<file path="src/rtl/fd_pkg.sv">
// Shared opcode map, ctrl_code layout and forwarding select codes for the IF/ID stage.
package fd_pkg;
  localparam logic [3:0] OP_NOP   = 4'h0;
  localparam logic [3:0] OP_LOAD  = 4'h1;
  localparam logic [3:0] OP_LOADI = 4'h2;
  localparam logic [3:0] OP_STORE = 4'h3;
  localparam logic [3:0] OP_JMP   = 4'h4;
  localparam logic [3:0] OP_BRZ   = 4'h5;
  localparam logic [3:0] OP_BRNZ  = 4'h6;
  localparam logic [3:0] OP_INOUT = 4'h7;
  localparam logic [3:0] OP_ADD   = 4'h8;
  localparam logic [3:0] OP_SUB   = 4'h9;
  localparam logic [3:0] OP_AND   = 4'hA;
  localparam logic [3:0] OP_OR    = 4'hB;

  // ctrl_code = {DMEM_WE, OPCODE[3:0], RF_WE, RF_ADDR[2:0], OUTPUT}
  localparam int CC_WIDTH   = 10;
  localparam int CC_OUTPUT  = 0;
  localparam int CC_RF_ADDR = 1;
  localparam int CC_RF_WE   = 4;
  localparam int CC_OPCODE  = 5;
  localparam int CC_DMEM_WE = 9;

  localparam logic [2:0] FWD_RF      = 3'd0;
  localparam logic [2:0] FWD_EXEC    = 3'd1;
  localparam logic [2:0] FWD_MEM_ACC = 3'd2;
  localparam logic [2:0] FWD_WB      = 3'd3;
endpackage

</file>
<file path="src/rtl/fd_regfile.sv">
// 8-entry register file: two asynchronous read ports, one synchronous write port, no bypass.
module fd_regfile #(
  parameter int DATA_W = 8
) (
  input  logic              clk,
  input  logic              we,
  input  logic [2:0]        waddr,
  input  logic [DATA_W-1:0] wdata,
  input  logic [2:0]        raddr_a,
  input  logic [2:0]        raddr_b,
  output logic [DATA_W-1:0] rdata_a,
  output logic [DATA_W-1:0] rdata_b
);
  logic [DATA_W-1:0] regs [8];

  always_ff @(posedge clk) begin
    if (we) regs[waddr] <= wdata;
  end

  assign rdata_a = regs[raddr_a];
  assign rdata_b = regs[raddr_b];
endmodule

</file>
<file path="src/rtl/fetch_queue.sv">
// Prefetch FIFO of 16-bit instructions; flush empties it and wins over a same-cycle push.
module fetch_queue #(
  parameter int QDEPTH = 4
) (
  input  logic                      clk,
  input  logic                      rst_n,
  input  logic                      push,
  input  logic                      pop,
  input  logic                      flush,
  input  logic [15:0]               wdata,
  output logic [15:0]               rdata,
  output logic [$clog2(QDEPTH):0]   count
);
  localparam int AW = $clog2(QDEPTH);
  localparam int CW = AW + 1;

  logic [15:0]   mem [QDEPTH];
  logic [AW-1:0] rd_ptr;
  logic [AW-1:0] wr_ptr;

  always_ff @(posedge clk or negedge rst_n) begin
    if (!rst_n) begin
      rd_ptr <= '0;
      wr_ptr <= '0;
      count  <= '0;
    end else if (flush) begin
      rd_ptr <= '0;
      wr_ptr <= '0;
      count  <= '0;
    end else begin
      if (push) wr_ptr <= wr_ptr + 1'b1;
      if (pop)  rd_ptr <= rd_ptr + 1'b1;
      count <= count + CW'(push) - CW'(pop);
    end
  end

  always_ff @(posedge clk) begin
    if (push && !flush) mem[wr_ptr] <= wdata;
  end

  assign rdata = mem[rd_ptr];
endmodule

</file>
<file path="src/rtl/fetch_decode_stage.sv">
// IF/ID stage: prefetch queue fed by a 1-cycle Imem, head decode, in-stage JMP/BRZ/BRNZ redirect.
// Operand forwarding is compiled in only when FD_FORWARD_EN is defined.
module fetch_decode_stage
  import fd_pkg::*;
#(
  parameter int DATA_W = 8,
  parameter int PC_W   = 8,
  parameter int QDEPTH = 4
) (
  input  logic                Clk,
  input  logic                Rst,
  output logic                Imem_en,
  output logic [PC_W-1:0]     Imem_addr,
  input  logic [15:0]         Imem_data,
  input  logic                Wb_we,
  input  logic [2:0]          Wb_addr,
  input  logic [DATA_W-1:0]   Wb_data,
  output logic                Out_valid,
  input  logic                Out_ready,
  output logic [CC_WIDTH-1:0] ctrl_code,
  output logic [DATA_W-1:0]   Op_a,
  output logic [DATA_W-1:0]   Op_b,
  output logic [15:0]         IR,
  input  logic [2:0]          Forw_a_ctrl,
  input  logic [2:0]          Forw_b_ctrl,
  input  logic [DATA_W-1:0]   Forward_exec,
  input  logic [DATA_W-1:0]   Forward_mem_acc,
  input  logic [DATA_W-1:0]   Forward_wb
);
  localparam int CW = $clog2(QDEPTH) + 1;

  logic [PC_W-1:0]   pc_p0;
  logic              run_p0;
  logic              vld_p1;
  logic              drop_p1;
  logic [CW-1:0]     count;
  logic [CW-1:0]     occ;
  logic [15:0]       head;
  logic [15:0]       instr;
  logic [3:0]        opcode;
  logic              is_nop, is_load, is_loadi, is_store;
  logic              is_jmp, is_brz, is_brnz, is_inout;
  logic              rf_we, eq0, taken, transfer, flush, push;
  logic [DATA_W-1:0] rf_a, rf_b, sel_a, sel_b;

  function automatic logic [DATA_W-1:0] fwd_sel(input logic [2:0] sel,
                                                input logic [DATA_W-1:0] base,
                                                input logic [DATA_W-1:0] f_exec,
                                                input logic [DATA_W-1:0] f_mem,
                                                input logic [DATA_W-1:0] f_wb);
    case (sel)
      FWD_EXEC:    return f_exec;
      FWD_MEM_ACC: return f_mem;
      FWD_WB:      return f_wb;
      default:     return base;
    endcase
  endfunction

  // Fetch: request while queue plus in-flight response leaves a free slot
  assign occ       = count + CW'(vld_p1);
  assign Imem_en   = run_p0 && (occ < CW'(QDEPTH));
  assign Imem_addr = pc_p0;
  assign push      = vld_p1 && !drop_p1;

  always_ff @(posedge Clk or negedge Rst) begin
    if (!Rst) begin
      pc_p0   <= '0;
      run_p0  <= 1'b0;
      vld_p1  <= 1'b0;
      drop_p1 <= 1'b0;
    end else begin
      run_p0 <= 1'b1;
      vld_p1 <= Imem_en;
      // The request issued alongside a redirect returns next cycle from the wrong path.
      if (flush)       drop_p1 <= Imem_en;
      else if (vld_p1) drop_p1 <= 1'b0;
      if (flush)        pc_p0 <= Op_a[PC_W-1:0];
      else if (Imem_en) pc_p0 <= pc_p0 + 1'b1;
    end
  end

  fetch_queue #(.QDEPTH(QDEPTH)) u_queue (
    .clk   (Clk),
    .rst_n (Rst),
    .push  (push),
    .pop   (transfer),
    .flush (flush),
    .wdata (Imem_data),
    .rdata (head),
    .count (count)
  );

  // Decode: queue head, forced to NOP when nothing is valid
  assign Out_valid = (count != '0);
  assign transfer  = Out_valid && Out_ready;
  assign instr     = Out_valid ? head : 16'h0000;
  assign IR        = instr;
  assign opcode    = instr[15:12];

  assign is_nop   = (opcode == OP_NOP);
  assign is_load  = (opcode == OP_LOAD);
  assign is_loadi = (opcode == OP_LOADI);
  assign is_store = (opcode == OP_STORE);
  assign is_jmp   = (opcode == OP_JMP);
  assign is_brz   = (opcode == OP_BRZ);
  assign is_brnz  = (opcode == OP_BRNZ);
  assign is_inout = (opcode == OP_INOUT);

  assign rf_we = !(is_jmp || is_brz || is_brnz || is_store || is_nop || (is_inout && instr[0]));

  always_comb begin
    ctrl_code                               = '0;
    ctrl_code[CC_DMEM_WE]                   = is_store;
    ctrl_code[CC_OPCODE +: 4]               = opcode;
    ctrl_code[CC_RF_WE]                     = rf_we;
    ctrl_code[CC_RF_ADDR +: 3]              = instr[11:9];
    ctrl_code[CC_OUTPUT]                    = is_inout && instr[0];
  end

  fd_regfile #(.DATA_W(DATA_W)) u_rf (
    .clk     (Clk),
    .we      (Wb_we),
    .waddr   (Wb_addr),
    .wdata   (Wb_data),
    .raddr_a (instr[8:6]),
    .raddr_b (instr[5:3]),
    .rdata_a (rf_a),
    .rdata_b (rf_b)
  );

  assign sel_a = is_loadi ? DATA_W'(instr[7:0]) : rf_a;
  assign sel_b = (is_load && instr[0])  ? DATA_W'(instr[8:1]) :
                 (is_store && instr[0]) ? DATA_W'({instr[11:9], instr[5:1]}) : rf_b;

`ifdef FD_FORWARD_EN
  assign Op_a = fwd_sel(Forw_a_ctrl, sel_a, Forward_exec, Forward_mem_acc, Forward_wb);
  assign Op_b = fwd_sel(Forw_b_ctrl, sel_b, Forward_exec, Forward_mem_acc, Forward_wb);
`else
  logic unused_fwd;
  assign unused_fwd = ^{Forw_a_ctrl, Forw_b_ctrl, Forward_exec, Forward_mem_acc, Forward_wb,
                        fwd_sel(3'd0, sel_a, sel_a, sel_a, sel_a)};
  assign Op_a = sel_a;
  assign Op_b = sel_b;
`endif

  // Branch resolution acts only on an accepted transfer
  assign eq0   = (Op_b == '0);
  assign taken = is_jmp || (is_brz && eq0) || (is_brnz && !eq0);
  assign flush = transfer && taken;
endmodule

</file>
<file path="config.mk">
export PLATFORM = sky130hd
export DESIGN_NAME = fetch_decode_stage
export DESIGN_NICKNAME = d
export VERILOG_FILES = /design/src/rtl/fd_pkg.sv /design/src/rtl/fd_regfile.sv /design/src/rtl/fetch_queue.sv /design/src/rtl/fetch_decode_stage.sv
export SDC_FILE = /design/constraint.sdc
export NUM_CORES = 1
export LEC_CHECK = 0
export ABC_AREA = 1
export BUFFER_PORTS_ARGS = -buffer_cell sky130_fd_sc_hd__buf_2
export CAP_MARGIN = 10
export CELL_PAD_IN_SITES_DETAIL_PLACEMENT = 0
export CELL_PAD_IN_SITES_GLOBAL_PLACEMENT = 1
export CORE_MARGIN = 2
export CORE_UTILIZATION = 32
export CTS_CLUSTER_SIZE = 10
export DETAILED_ROUTE_END_ITERATION = 8
export PLACE_DENSITY_LB_ADDON = 0.1
export SLEW_MARGIN = 20
export SYNTH_ARGS = -nofsm -noshare
export SYNTH_HDL_FRONTEND = slang
export SYNTH_HIERARCHICAL = 1
export SYNTH_SLANG_ARGS = --single-unit
</file>
<file path="constraint.sdc">
create_clock -name Clk -period 5.5 [get_ports Clk]
set_clock_uncertainty 0.15 [all_clocks]
set_input_delay 1.1 -clock Clk [delete_from_list [all_inputs] [get_ports Clk]]
set_output_delay 1.1 -clock Clk [all_outputs]
set_load 0.1 [all_outputs]
</file>
==> results of run 1 <==
[worst max-delay path by stage]
stage / from / to / depth (start not counted)
floorplan: u_queue/count[1]$_DFF_PN0_ / u_queue/mem[0][0]$_DFFE_PP_ / 26
CTS: u_queue/rd_ptr[0]$_DFFE_PN0P_ / Op_a[3] / 17
global placement: u_queue/rd_ptr[0]$_DFFE_PN0P_ / Op_a[3] / 17
detailed placement: u_queue/rd_ptr[0]$_DFFE_PN0P_ / Op_a[3] / 17
global route: u_queue/rd_ptr[0]$_DFFE_PN0P_ / Op_a[3] / 17
finish: u_queue/rd_ptr[0]$_DFFE_PN0P_ / Op_a[3] / 17
[logic make-up (layout without fill, tap and decap cells)]
family	count (synthesis)	count (layout)	synth area share, %
adders and majority gates	8	8	1.35
DFF	146	146	53.7
AOI/OAI and AO/OA	53	53	4.74
and+or+nand+nor	491	491	26.2
buffers and inverters	222	312	13.4
other	1	1	0.0469
xor gates and xnor gates	5	5	0.548
[through the flow]
step	hold slack (ns)	setup WS (ns)	utilization, %	std cells
detailed placement	0.343	0.844	35.6	1308
CTS	0.361	0.362	38.1	1340
finish	0.361	0.412	38.1	1340
global placement	0.338	0.831	35.6	1308
floorplan	0.322	0.0750	-	926
global route	0.403	0.0337	38.1	1340
[per-layer routing]
| metal | up-vias | routed length (um) | global-route usage, % |
|---|---|---|---|
| met5 | - | 0 | 0 |
| met2 | 96 | 10200 | 27.4 |
| met3 | 7 | 797 | 3.22 |
| met4 | 0 | 158 | 3.86 |
| met1 | 2837 | 10700 | 24.7 |
| li1 | 3063 | - | - |
[critical path, stage by stage (launching register included)]
cell and delay, ns:
sky130_fd_sc_hd__dfrtp_1 0.41, sky130_fd_sc_hd__inv_2 0.41, sky130_fd_sc_hd__buf_12 0.26, sky130_fd_sc_hd__o211ai_1 0.10, sky130_fd_sc_hd__nand2_1 0.12, sky130_fd_sc_hd__nand2_1 0.06
sky130_fd_sc_hd__inv_1 0.41, sky130_fd_sc_hd__inv_4 0.30, sky130_fd_sc_hd__nand2_1 0.15, sky130_fd_sc_hd__nand3_1 0.08, sky130_fd_sc_hd__nand2_1 0.10, sky130_fd_sc_hd__nand2_1 0.05
sky130_fd_sc_hd__nand2_1 0.12, sky130_fd_sc_hd__inv_1 0.08, sky130_fd_sc_hd__nand2_1 0.06, sky130_fd_sc_hd__o21ai_0 0.17, sky130_fd_sc_hd__inv_1 0.09, sky130_fd_sc_hd__buf_2 0.42
[sequential cells by signal, summed over array words and instances, names as in the netlist]
name            count
u_queue/mem        64
u_rf/regs          64
Imem_addr           8
u_queue/count       3
u_queue/rd_ptr      2
u_queue/wr_ptr      2
drop_p1             1
run_p0              1
vld_p1              1
[layout make-up]
class | instances | share of cell area [%]
clock inverters | 15 | 1.95
multi-input cells | 558 | 28.4
well taps | 324 | 4.36
clock buffers | 17 | 4.58
repair buffers | 102 | 7.19
inverters | 178 | 7.30
flip-flops and latches | 146 | 46.2
[cells in the final DEF, fill, tap and decap left out, types with 5 or more instances in the layout]
cell                        instances
sky130_fd_sc_hd__nor2_2             9
sky130_fd_sc_hd__inv_8              6
sky130_fd_sc_hd__edfxtp_1         128
sky130_fd_sc_hd__o211ai_1          31
sky130_fd_sc_hd__nand2_1          340
sky130_fd_sc_hd__inv_1            166
sky130_fd_sc_hd__ha_1               7
sky130_fd_sc_hd__nor2_1            30
sky130_fd_sc_hd__buf_2             79
sky130_fd_sc_hd__inv_2              8
sky130_fd_sc_hd__o21ai_0           12
sky130_fd_sc_hd__nand3_1           94
sky130_fd_sc_hd__clkinv_8           5
sky130_fd_sc_hd__buf_4             15
sky130_fd_sc_hd__dfrtp_1           18
sky130_fd_sc_hd__buf_12             8
sky130_fd_sc_hd__clkbuf_16         17
==> results.txt, run 1 <==
----------------------------------------------------
[Job]
  Max-cap viol count ... 0

[Global route]
  Global route total overflow ... 0
  Total routing resource utilization after global routing ... 17.3%
  Vias in the first global route ... 5,714
  Global-route wire length before repair ... 33,700 um
  Number of antenna violations at the first check in global routing ... 0
  Maximum number of pins on one net before global-route repair ... 35

[Critical path]
  Path type of the worst setup path ... reg -> out
  Worst reg2reg setup slack ... 1.04 ns
  CP Data Arrival Time ... 3.84 ns
  Capturing element type of the critical path ... output pin
  Path depth of the worst reg2reg path ... 25
  Critical Path Fanout Max ... 34
  RR Endpoint ... u_queue/mem[2][1]$_DFFE_PP_
  FF-to-FF Start ... u_queue/rd_ptr[1]$_DFFE_PN0P_
  Startpoint type of the worst setup path ... flip-flop
  Data required time of the worst path ... 4.25 ns

[Layout]
  Share of layout cells above drive strength 1 ... 17.2%
  Number of nets in the final layout ... 1,072
  Relative area change from synthesis to final layout ... 16.2%
  Fin area ... 9290 um2
  Fillcell total ... 2,523
  Number of antenna diodes ... 0
  Flip-flop and latch area ... 4290 um2
  Multi-input logic area ... 2640 um2

[STA]
  Maximum achievable frequency ... 197 MHz
  Actual slew at the worst max-slew pin ... 1.05 ns
  Relative slew margins ... 29.5%
  Final max-slew violation count ... 0
  Minimum clock period ... 5.09 ns
  RSZ-0062 raised after global routing ... false
  Accumulated negative setup slack ... 0 ns
  Post-route fraction of the period consumed by the critical path ... 92.5%
  Number of hold-slack violations in the final timing report ... 0
  Final setup violation count ... 0

[Min path]
  Worst min-delay path category ... reg -> reg
  Hold Path Cell Cnt ... 2
  Start point of the worst hold path ... drop_p1$_DFFE_PN0P_
  Worst Hold Endpoint ... drop_p1$_DFFE_PN0P_

[CTS]
  Longest Clk Path Bufs ... 2
  Number of instances resized during post-cts repair ... 0
  CTS tree ... built
  Hold buffer count at cts ... 0
  Number of clock sinks ... 146
  Root buffer selected by CTS ... sky130_fd_sc_hd__clkbuf_16
  Number of CTS-inserted buffers ... 17
  Insertion delay to the later sink of the worst-skew pair ... 0.43 ns
  Clk slew on worst S/H paths ... 0.07 ns
  Number of buffers added for setup after CTS ... 0
  Deepest level of the CTS H-tree ... 4

[Floorplan]
  Initial core utilization ... 32.8%
  Number of I/O pins ... 113
  Floorplan die area ... 26,300 um2
  X dimension of the die ... 162 um
  Placement Rows ... 57
  Die height ... 162 um
  Placeable Area ... 24,400 um2

[Synth]
  Most numerous cell in the Yosys netlist ... sky130_fd_sc_hd__nand2_1
  Synthesis warning total ... 6
  Post-synthesis cell type count ... 36
  Most area-hungry cell type in the Yosys netlist ... sky130_fd_sc_hd__edfxtp_1
  Commonest cells post-synth ... sky130_fd_sc_hd__nand2_1, sky130_fd_sc_hd__inv_1, sky130_fd_sc_hd__edfxtp_1
  Ranking of synthesized cells by area ... sky130_fd_sc_hd__edfxtp_1, sky130_fd_sc_hd__nand2_1, sky130_fd_sc_hd__inv_1
  Syn Nets ... 995
  Number of enable flip-flop cells after synthesis ... 128
  Part of the Yosys area used for sequential elements ... 53.7%
  Fraction of registers with async set or reset after synthesis ... 12.3%
  Average footprint of a synthesized cell ... 8.63 um2
  Synthesized netlist cell count ... 926
  Most frequently used flop master after synthesis ... sky130_fd_sc_hd__edfxtp_1
  Top-area cell type share of the netlist area ... 48.1%
  Number of synthesized register bits ... 146
  Synthesized cell area ... 7990 um2

[Route]
  DRC violations left ... 0
  Final routed wirelength across all metal layers ... 21,800 um
  Total vias in the final route ... 6,003
  Average wire length per cell after detail routing ... 16.3 um
  Initial DRC Count ... 430
  Remaining number of nets flagged by the antenna check after routing ... 0
  First-pass detailed-route iteration total ... 7
  Routed via count divided by cell count ... 4.48

[Placement]
  Placed cell areas ... 8680 um2
  Detailed placement HPWL ... 14,700 um
  PortBufs ... 82
  GP Congestion ... 0.738

[Status]
  Run status ... finished clean

----------------------------------------------------
Power of run 1 is not shown: default switching activity piles up to over one toggle a cycle in this logic, so the estimate is an artifact.
==> run 2, diff against run 1 <==
--- a/config.mk
+++ b/config.mk
@@ -10,10 +10,12 @@
 export CAP_MARGIN = 10
 export CELL_PAD_IN_SITES_DETAIL_PLACEMENT = 0
 export CELL_PAD_IN_SITES_GLOBAL_PLACEMENT = 1
+export CORE_ASPECT_RATIO = 2
 export CORE_MARGIN = 2
 export CORE_UTILIZATION = 32
 export CTS_CLUSTER_SIZE = 10
 export DETAILED_ROUTE_END_ITERATION = 8
+export HOLD_SLACK_MARGIN = 0.03
 export PLACE_DENSITY_LB_ADDON = 0.1
 export SLEW_MARGIN = 20
 export SYNTH_ARGS = -nofsm -noshare
==> run 2 against run 1 <==
Compared with the run above: die area up 0.29%; first-iteration DRC count down 41%; global-route usage increased by 1.4 points; non-clock buffer count up 1; fmax up 5.4%.
==> results.txt, run 2 (same netlist as run 1, synthesis figures left out) <==
----------------------------------------------------
[Status]
  Run status ... finished clean

[Critical path]
  Path depth of the worst reg2reg path ... 24 (-4.0%)
  CP Data Arrival Time ... 3.58 ns (-0.26 ns)
  Capturing element type of the critical path ... output pin
  RR Endpoint ... u_queue/mem[2][9]$_DFFE_PP_
  Startpoint type of the worst setup path ... flip-flop
  Critical Path Fanout Max ... 27 (-21%)
  Worst reg2reg setup slack ... 0.83 ns (-0.21 ns)
  Data required time of the worst path ... 4.25 ns (about the same)
  FF-to-FF Start ... u_queue/rd_ptr[0]$_DFFE_PN0P_
  Path type of the worst setup path ... reg -> out

[STA]
  Number of hold-slack violations in the final timing report ... 0 (unchanged)
  Accumulated negative setup slack ... 0 ns (unchanged)
  Final max-slew violation count ... 0 (unchanged)
  Actual slew at the worst max-slew pin ... 1.19 ns (+0.133 ns)
  RSZ-0062 raised after global routing ... false
  Post-route fraction of the period consumed by the critical path ... 87.8% (-4.7 points)
  Maximum achievable frequency ... 207 MHz (+5.4%)
  Final setup violation count ... 0 (unchanged)
  Relative slew margins ... 20.6% (-8.9 points)
  Minimum clock period ... 4.83 ns (-0.260 ns)

[Global route]
  Met3 Track Usage GR ... 3.89% (+0.67 points)
  Number of antenna violations at the first check in global routing ... 0 (unchanged)
  Maximum number of pins on one net before global-route repair ... 33 (-5.7%)
  Routing layer with the top usage in global route ... met2
  Met2 demand-to-capacity share in global routing ... 34.6% (+7.2 points)
  Grt met1 use ... 19.8% (-4.9 points)
  Total routing resource utilization after global routing ... 18.7% (+1.4 points)
  Vias in the first global route ... 6,065 (+6.1%)
  Global-route wire length before repair ... 35,200 um (+4.4%)
  Global route total overflow ... 0 (unchanged)

[CTS]
  Root buffer selected by CTS ... sky130_fd_sc_hd__clkbuf_16
  Number of instances resized during post-cts repair ... 0 (unchanged)
  Number of buffers added for setup after CTS ... 0 (unchanged)
  Insertion delay to the later sink of the worst-skew pair ... 0.44 ns (about the same)
  Hold buffer count at cts ... 0 (unchanged)
  Number of CTS-inserted buffers ... 17 (unchanged)
  Number of clock sinks ... 146 (unchanged)
  Deepest level of the CTS H-tree ... 4 (unchanged)
  Clk slew on worst S/H paths ... 0.06 ns (about the same)
  Longest Clk Path Bufs ... 2 (unchanged)
  CTS tree ... built

[Layout]
  Share of layout cells above drive strength 1 ... 16.7% (-0.48 points)
  Number of nets in the final layout ... 1,073 (+0.093%)
  Relative area change from synthesis to final layout ... 16.0%
  Number of antenna diodes ... 0 (unchanged)
  Most common cell after layout, fill and taps aside ... sky130_fd_sc_hd__nand2_1
  Top library cells by usage in the layout, fill and taps aside ... sky130_fd_sc_hd__nand2_1, sky130_fd_sc_hd__inv_1, sky130_fd_sc_hd__edfxtp_1, sky130_fd_sc_hd__nand3_1, sky130_fd_sc_hd__buf_2

[Floorplan]
  Floorplan die area ... 26,300 um2 (+0.29%)
  X dimension of the die ... 116 um (-29%)
  Die height ... 228 um (+40%)
  Placeable Area ... 24,500 um2 (+0.55%)
  Number of I/O pins ... 113 (unchanged)
  Placement Rows ... 81 (+42%)
  Initial core utilization ... 32.6% (-0.18 points)

[Route]
  Remaining number of nets flagged by the antenna check after routing ... 0 (unchanged)
  Total vias in the final route ... 6,071 (+1.1%)
  DRC violations left ... 0 (unchanged)
  Final routed wirelength across all metal layers ... 23,000 um (+5.2%)
  Average wire length per cell after detail routing ... 17.1 um (+4.6%)
  Routed via count divided by cell count ... 4.51 (+0.61%)
  Initial DRC Count ... 252 (-41%)
  First-pass detailed-route iteration total ... 4 (-3)

[Min path]
  Worst min-delay path category ... reg -> reg
  Worst Hold Endpoint ... drop_p1$_DFFE_PN0P_
  Hold Path Cell Cnt ... 2 (unchanged)
  Start point of the worst hold path ... drop_p1$_DFFE_PN0P_

[Placement]
  PortBufs ... 82 (unchanged)
  GP Congestion ... 0.771 (+4.5%)
  Detailed placement HPWL ... 16,300 um (+11%)

[Job]
  Max-cap viol count ... 0 (unchanged)

----------------------------------------------------
-- run 2: worst max-delay path by stage --
stage | startpoint | end | slack (ns) | cells after the start
detailed placement | u_queue/rd_ptr[0]$_DFFE_PN0P_ | u_queue/mem[0][8]$_DFFE_PP_ | 0.73 | 24
CTS | u_queue/rd_ptr[0]$_DFFE_PN0P_ | Op_a[6] | 0.54 | 10
global placement | u_queue/rd_ptr[0]$_DFFE_PN0P_ | u_queue/mem[0][10]$_DFFE_PP_ | 0.75 | 24
global route | u_queue/rd_ptr[0]$_DFFE_PN0P_ | u_queue/mem[2][5]$_DFFE_PP_ | 0.30 | 24
finish | u_queue/rd_ptr[0]$_DFFE_PN0P_ | Op_a[0] | 0.67 | 9
floorplan | u_queue/count[1]$_DFF_PN0_ | u_queue/mem[0][0]$_DFFE_PP_ | 0.07 | 26
-- run 2: area by class of cell --
cell class                      count  area, um2
Inverter                          178        678
Tap cell                          332        415
Timing Repair Buffer              103        626
Fill cell                        2640      15300
Multi-Input combinational cell    558       2640
Sequential cell                   146       4290
Clock inverter                     13        193
Clock buffer                       17        425
-- run 2: stage by stage --
stage          instances  worst slack, ns  utilization, %  instance area (um2)  hold slack [ns]
4_1_cts             1347            0.545            37.8                 9270            0.374
2_1_floorplan        926           0.0750               -                 8000            0.322
3_5_place_dp        1317            0.731            35.3                 8650            0.360
6_report            1347            0.672            37.8                 9270            0.363
5_1_grt             1347            0.305            37.8                 9270            0.399
3_3_place_gp        1317            0.753            35.3                 8650            0.347
-- run 2: worst max-delay path: stages (launching register included) --
cell and delay [ns]:
sky130_fd_sc_hd__dfrtp_1 0.40, sky130_fd_sc_hd__inv_2 0.33, sky130_fd_sc_hd__buf_4 0.35, sky130_fd_sc_hd__nand2_1 0.09
sky130_fd_sc_hd__o211ai_1 0.09, sky130_fd_sc_hd__nand2_1 0.13, sky130_fd_sc_hd__o21ai_4 0.26, sky130_fd_sc_hd__nand3_1 0.47
sky130_fd_sc_hd__o21ai_1 0.51, sky130_fd_sc_hd__buf_2 0.50
-- run 2: metal layers --
layer	vias to the layer above	wire, um
met3	34	815
met2	119	12800
met4	0	708
met1	2860	8640
met5	-	0
li1	3058	-
Power of run 2 is left out for the same reason.
==> run 3, diff against run 2 <==
--- a/config.mk
+++ b/config.mk
@@ -11,8 +11,7 @@
 export CELL_PAD_IN_SITES_DETAIL_PLACEMENT = 0
 export CELL_PAD_IN_SITES_GLOBAL_PLACEMENT = 1
 export CORE_ASPECT_RATIO = 2
-export CORE_MARGIN = 2
-export CORE_UTILIZATION = 32
+export CORE_UTILIZATION = 44
 export CTS_CLUSTER_SIZE = 10
 export DETAILED_ROUTE_END_ITERATION = 8
 export HOLD_SLACK_MARGIN = 0.03
==> run 3 against run 2 <==
Compared with the run above: die area fell by 29%; clock-buffer cell count increased by 1; highest routed layer unchanged; non-clock buffer count fell by 7.
==> results.txt, run 3 (same netlist as run 1, synthesis figures left out) <==
----------------------------------------------------
[STA]
  Post-route worst setup slack ... 0.609 ns (-0.0628 ns)
  Actual slew at the worst max-slew pin ... 1.15 ns (-0.0353 ns)
  Accumulated negative setup slack ... 0 ns (unchanged)
  Minimum clock period ... 4.89 ns (+0.0628 ns)
  Final setup violation count ... 0 (unchanged)
  Post-route worst hold slack ... 0.359 ns (-0.00461 ns)
  RSZ-0062 raised after global routing ... false
  Maximum achievable frequency ... 204 MHz (-1.3%)
  Relative slew margins ... 22.9% (+2.4 points)
  Number of hold-slack violations in the final timing report ... 0 (unchanged)
  Final max-slew violation count ... 0 (unchanged)
  Post-route fraction of the period consumed by the critical path ... 88.9% (+1.1 points)

[CTS]
  Deepest level of the CTS H-tree ... 4 (unchanged)
  Insertion delay to the later sink of the worst-skew pair ... 0.43 ns (about the same)
  Root buffer selected by CTS ... sky130_fd_sc_hd__clkbuf_16
  Number of instances resized during post-cts repair ... 0 (unchanged)
  Number of clock sinks ... 146 (unchanged)
  Number of CTS-inserted buffers ... 17 (unchanged)
  CTS tree ... built
  Hold buffer count at cts ... 0 (unchanged)
  Number of buffers added for setup after CTS ... 0 (unchanged)
  Longest Clk Path Bufs ... 2 (unchanged)
  Clk slew on worst S/H paths ... 0.06 ns (about the same)

[Min path]
  Start point of the worst hold path ... drop_p1$_DFFE_PN0P_
  Worst min-delay path category ... reg -> reg

[Floorplan]
  Placement Rows ... 69 (-15%)
  Initial core utilization ... 44.9% (+12 points)
  Floorplan die area ... 18,700 um2 (-29%)
  Placeable Area ... 17,800 um2 (-27%)
  Number of I/O pins ... 113 (unchanged)
  Die height ... 193 um (-15%)
  X dimension of the die ... 97.3 um (-16%)

[Placement]
  Setup WS pre-CTS ... 0.817 ns (+0.0858 ns)
  Detailed placement HPWL ... 14,100 um (-13%)
  PortBufs ... 82 (unchanged)
  GP Congestion ... 0.779 (+1.0%)

[Critical path]
  Critical Path Fanout Max ... 54 (+100%)
  Capturing element type of the critical path ... output pin
  CP Data Arrival Time ... 3.64 ns (+0.06 ns)
  Startpoint type of the worst setup path ... flip-flop
  Data required time of the worst path ... 4.25 ns (about the same)
  FF-to-FF Start ... u_queue/rd_ptr[0]$_DFFE_PN0P_
  Path type of the worst setup path ... reg -> out
  Critical path launch point ... u_queue/rd_ptr[0]$_DFFE_PN0P_

[Route]
  Routed via count divided by cell count ... 4.92 (+9.2%)
  DRC violations left ... 0 (unchanged)
  Final routed wirelength across all metal layers ... 20,200 um (-12%)
  Total vias in the final route ... 6,020 (-0.84%)
  First-pass detailed-route iteration total ... 4 (unchanged)
  Initial DRC Count ... 281 (+12%)
  Average wire length per cell after detail routing ... 16.5 um (-3.2%)
  Remaining number of nets flagged by the antenna check after routing ... 0 (unchanged)

[Global route]
  Number of antenna violations at the first check in global routing ... 0 (unchanged)
  Global-route wire length before repair ... 31,700 um (-10%)
  Maximum number of pins on one net before global-route repair ... 55 (+67%)
  Total routing resource utilization after global routing ... 22.7% (+4.1 points)
  Vias in the first global route ... 5,837 (-3.8%)
  Global route total overflow ... 0 (unchanged)

[Layout]
  Multi-input logic area ... 2640 um2 (about the same)
  Most common cell after layout, fill and taps aside ... sky130_fd_sc_hd__nand2_1
  Number of antenna diodes ... 0 (unchanged)
  Number of nets in the final layout ... 1,066 (-0.65%)
  Fillcell total ... 1,734 (-34%)
  Share of layout cells above drive strength 1 ... 16.5% (-0.21 points)
  Relative area change from synthesis to final layout ... 13.2%
  Flip-flop and latch area ... 4290 um2 (unchanged)
  Top library cells by usage in the layout, fill and taps aside ... sky130_fd_sc_hd__nand2_1, sky130_fd_sc_hd__inv_1, sky130_fd_sc_hd__edfxtp_1, sky130_fd_sc_hd__nand3_1, sky130_fd_sc_hd__buf_2

[Status]
  Run status ... finished clean

[Job]
  Max-cap viol count ... 0 (unchanged)

----------------------------------------------------
==> run 3: final cells by class <==
| class | instances | area share (%) |
|---|---|---|
| Sequential cell | 146 | 47.5 |
| Multi-Input combinational cell | 558 | 29.2 |
| Inverter | 178 | 7.52 |
| Timing Repair Buffer | 96 | 6.19 |
| Clock buffer | 18 | 4.74 |
| Tap cell | 213 | 2.95 |
| Clock inverter | 14 | 1.98 |
==> run 3: critical path: stages, from the launching register on <==
cell                       delay (ns)
sky130_fd_sc_hd__dfrtp_1         0.42
sky130_fd_sc_hd__inv_4           0.38
sky130_fd_sc_hd__o211ai_1        0.14
sky130_fd_sc_hd__nand2_1         0.09
sky130_fd_sc_hd__nand2_1         0.05
sky130_fd_sc_hd__inv_1           0.07
sky130_fd_sc_hd__buf_4           0.39
sky130_fd_sc_hd__inv_4           0.27
sky130_fd_sc_hd__nand2_1         0.13
sky130_fd_sc_hd__nand3_1         0.08
sky130_fd_sc_hd__nand2_1         0.12
sky130_fd_sc_hd__nand2_1         0.06
sky130_fd_sc_hd__nand2_1         0.09
sky130_fd_sc_hd__inv_1           0.04
sky130_fd_sc_hd__nand2_1         0.05
sky130_fd_sc_hd__o21ai_0         0.19
sky130_fd_sc_hd__inv_1           0.15
sky130_fd_sc_hd__buf_2           0.44
==> run 3: layer usage <==
| metal | GRT usage [%] | vias to the layer above | part of all wire [%] |
|---|---|---|---|
| met2 | 43.1 | 147 | 55 |
| met4 | 11.5 | 0 | 4.0 |
| met1 | 24.1 | 2773 | 37 |
| met3 | 3.59 | 43 | 4.0 |
| li1 | - | 3057 | - |
| met5 | 0 | - | 0 |
==> run 3: final timing paths <==
check                                               to  slack (ns)  cells after the start
setup reg to reg           u_queue/mem[3][7]$_DFFE_PP_        1.20                     25
hold reg to reg                    drop_p1$_DFFE_PN0P_        0.36                      2
max in group asynchronous     Imem_addr[4]$_DFFE_PN0P_        4.45                      1
hold / removal                     drop_p1$_DFFE_PN0P_        0.36                      2
min in group asynchronous   u_queue/count[2]$_DFF_PN0_        0.45                      1
setup / recovery                               Op_a[4]        0.61                     17
==> run 3: stage by stage <==
step           cells  utilization [%]  area (um2)
2_1_floorplan    926                -        8000
3_3_place_gp    1191             47.4        8430
3_5_place_dp    1191             47.4        8430
4_1_cts         1223             50.8        9040
5_1_grt         1223             50.9        9050
6_report        1223             50.9        9050
Power of run 3 is left out for the same reason.
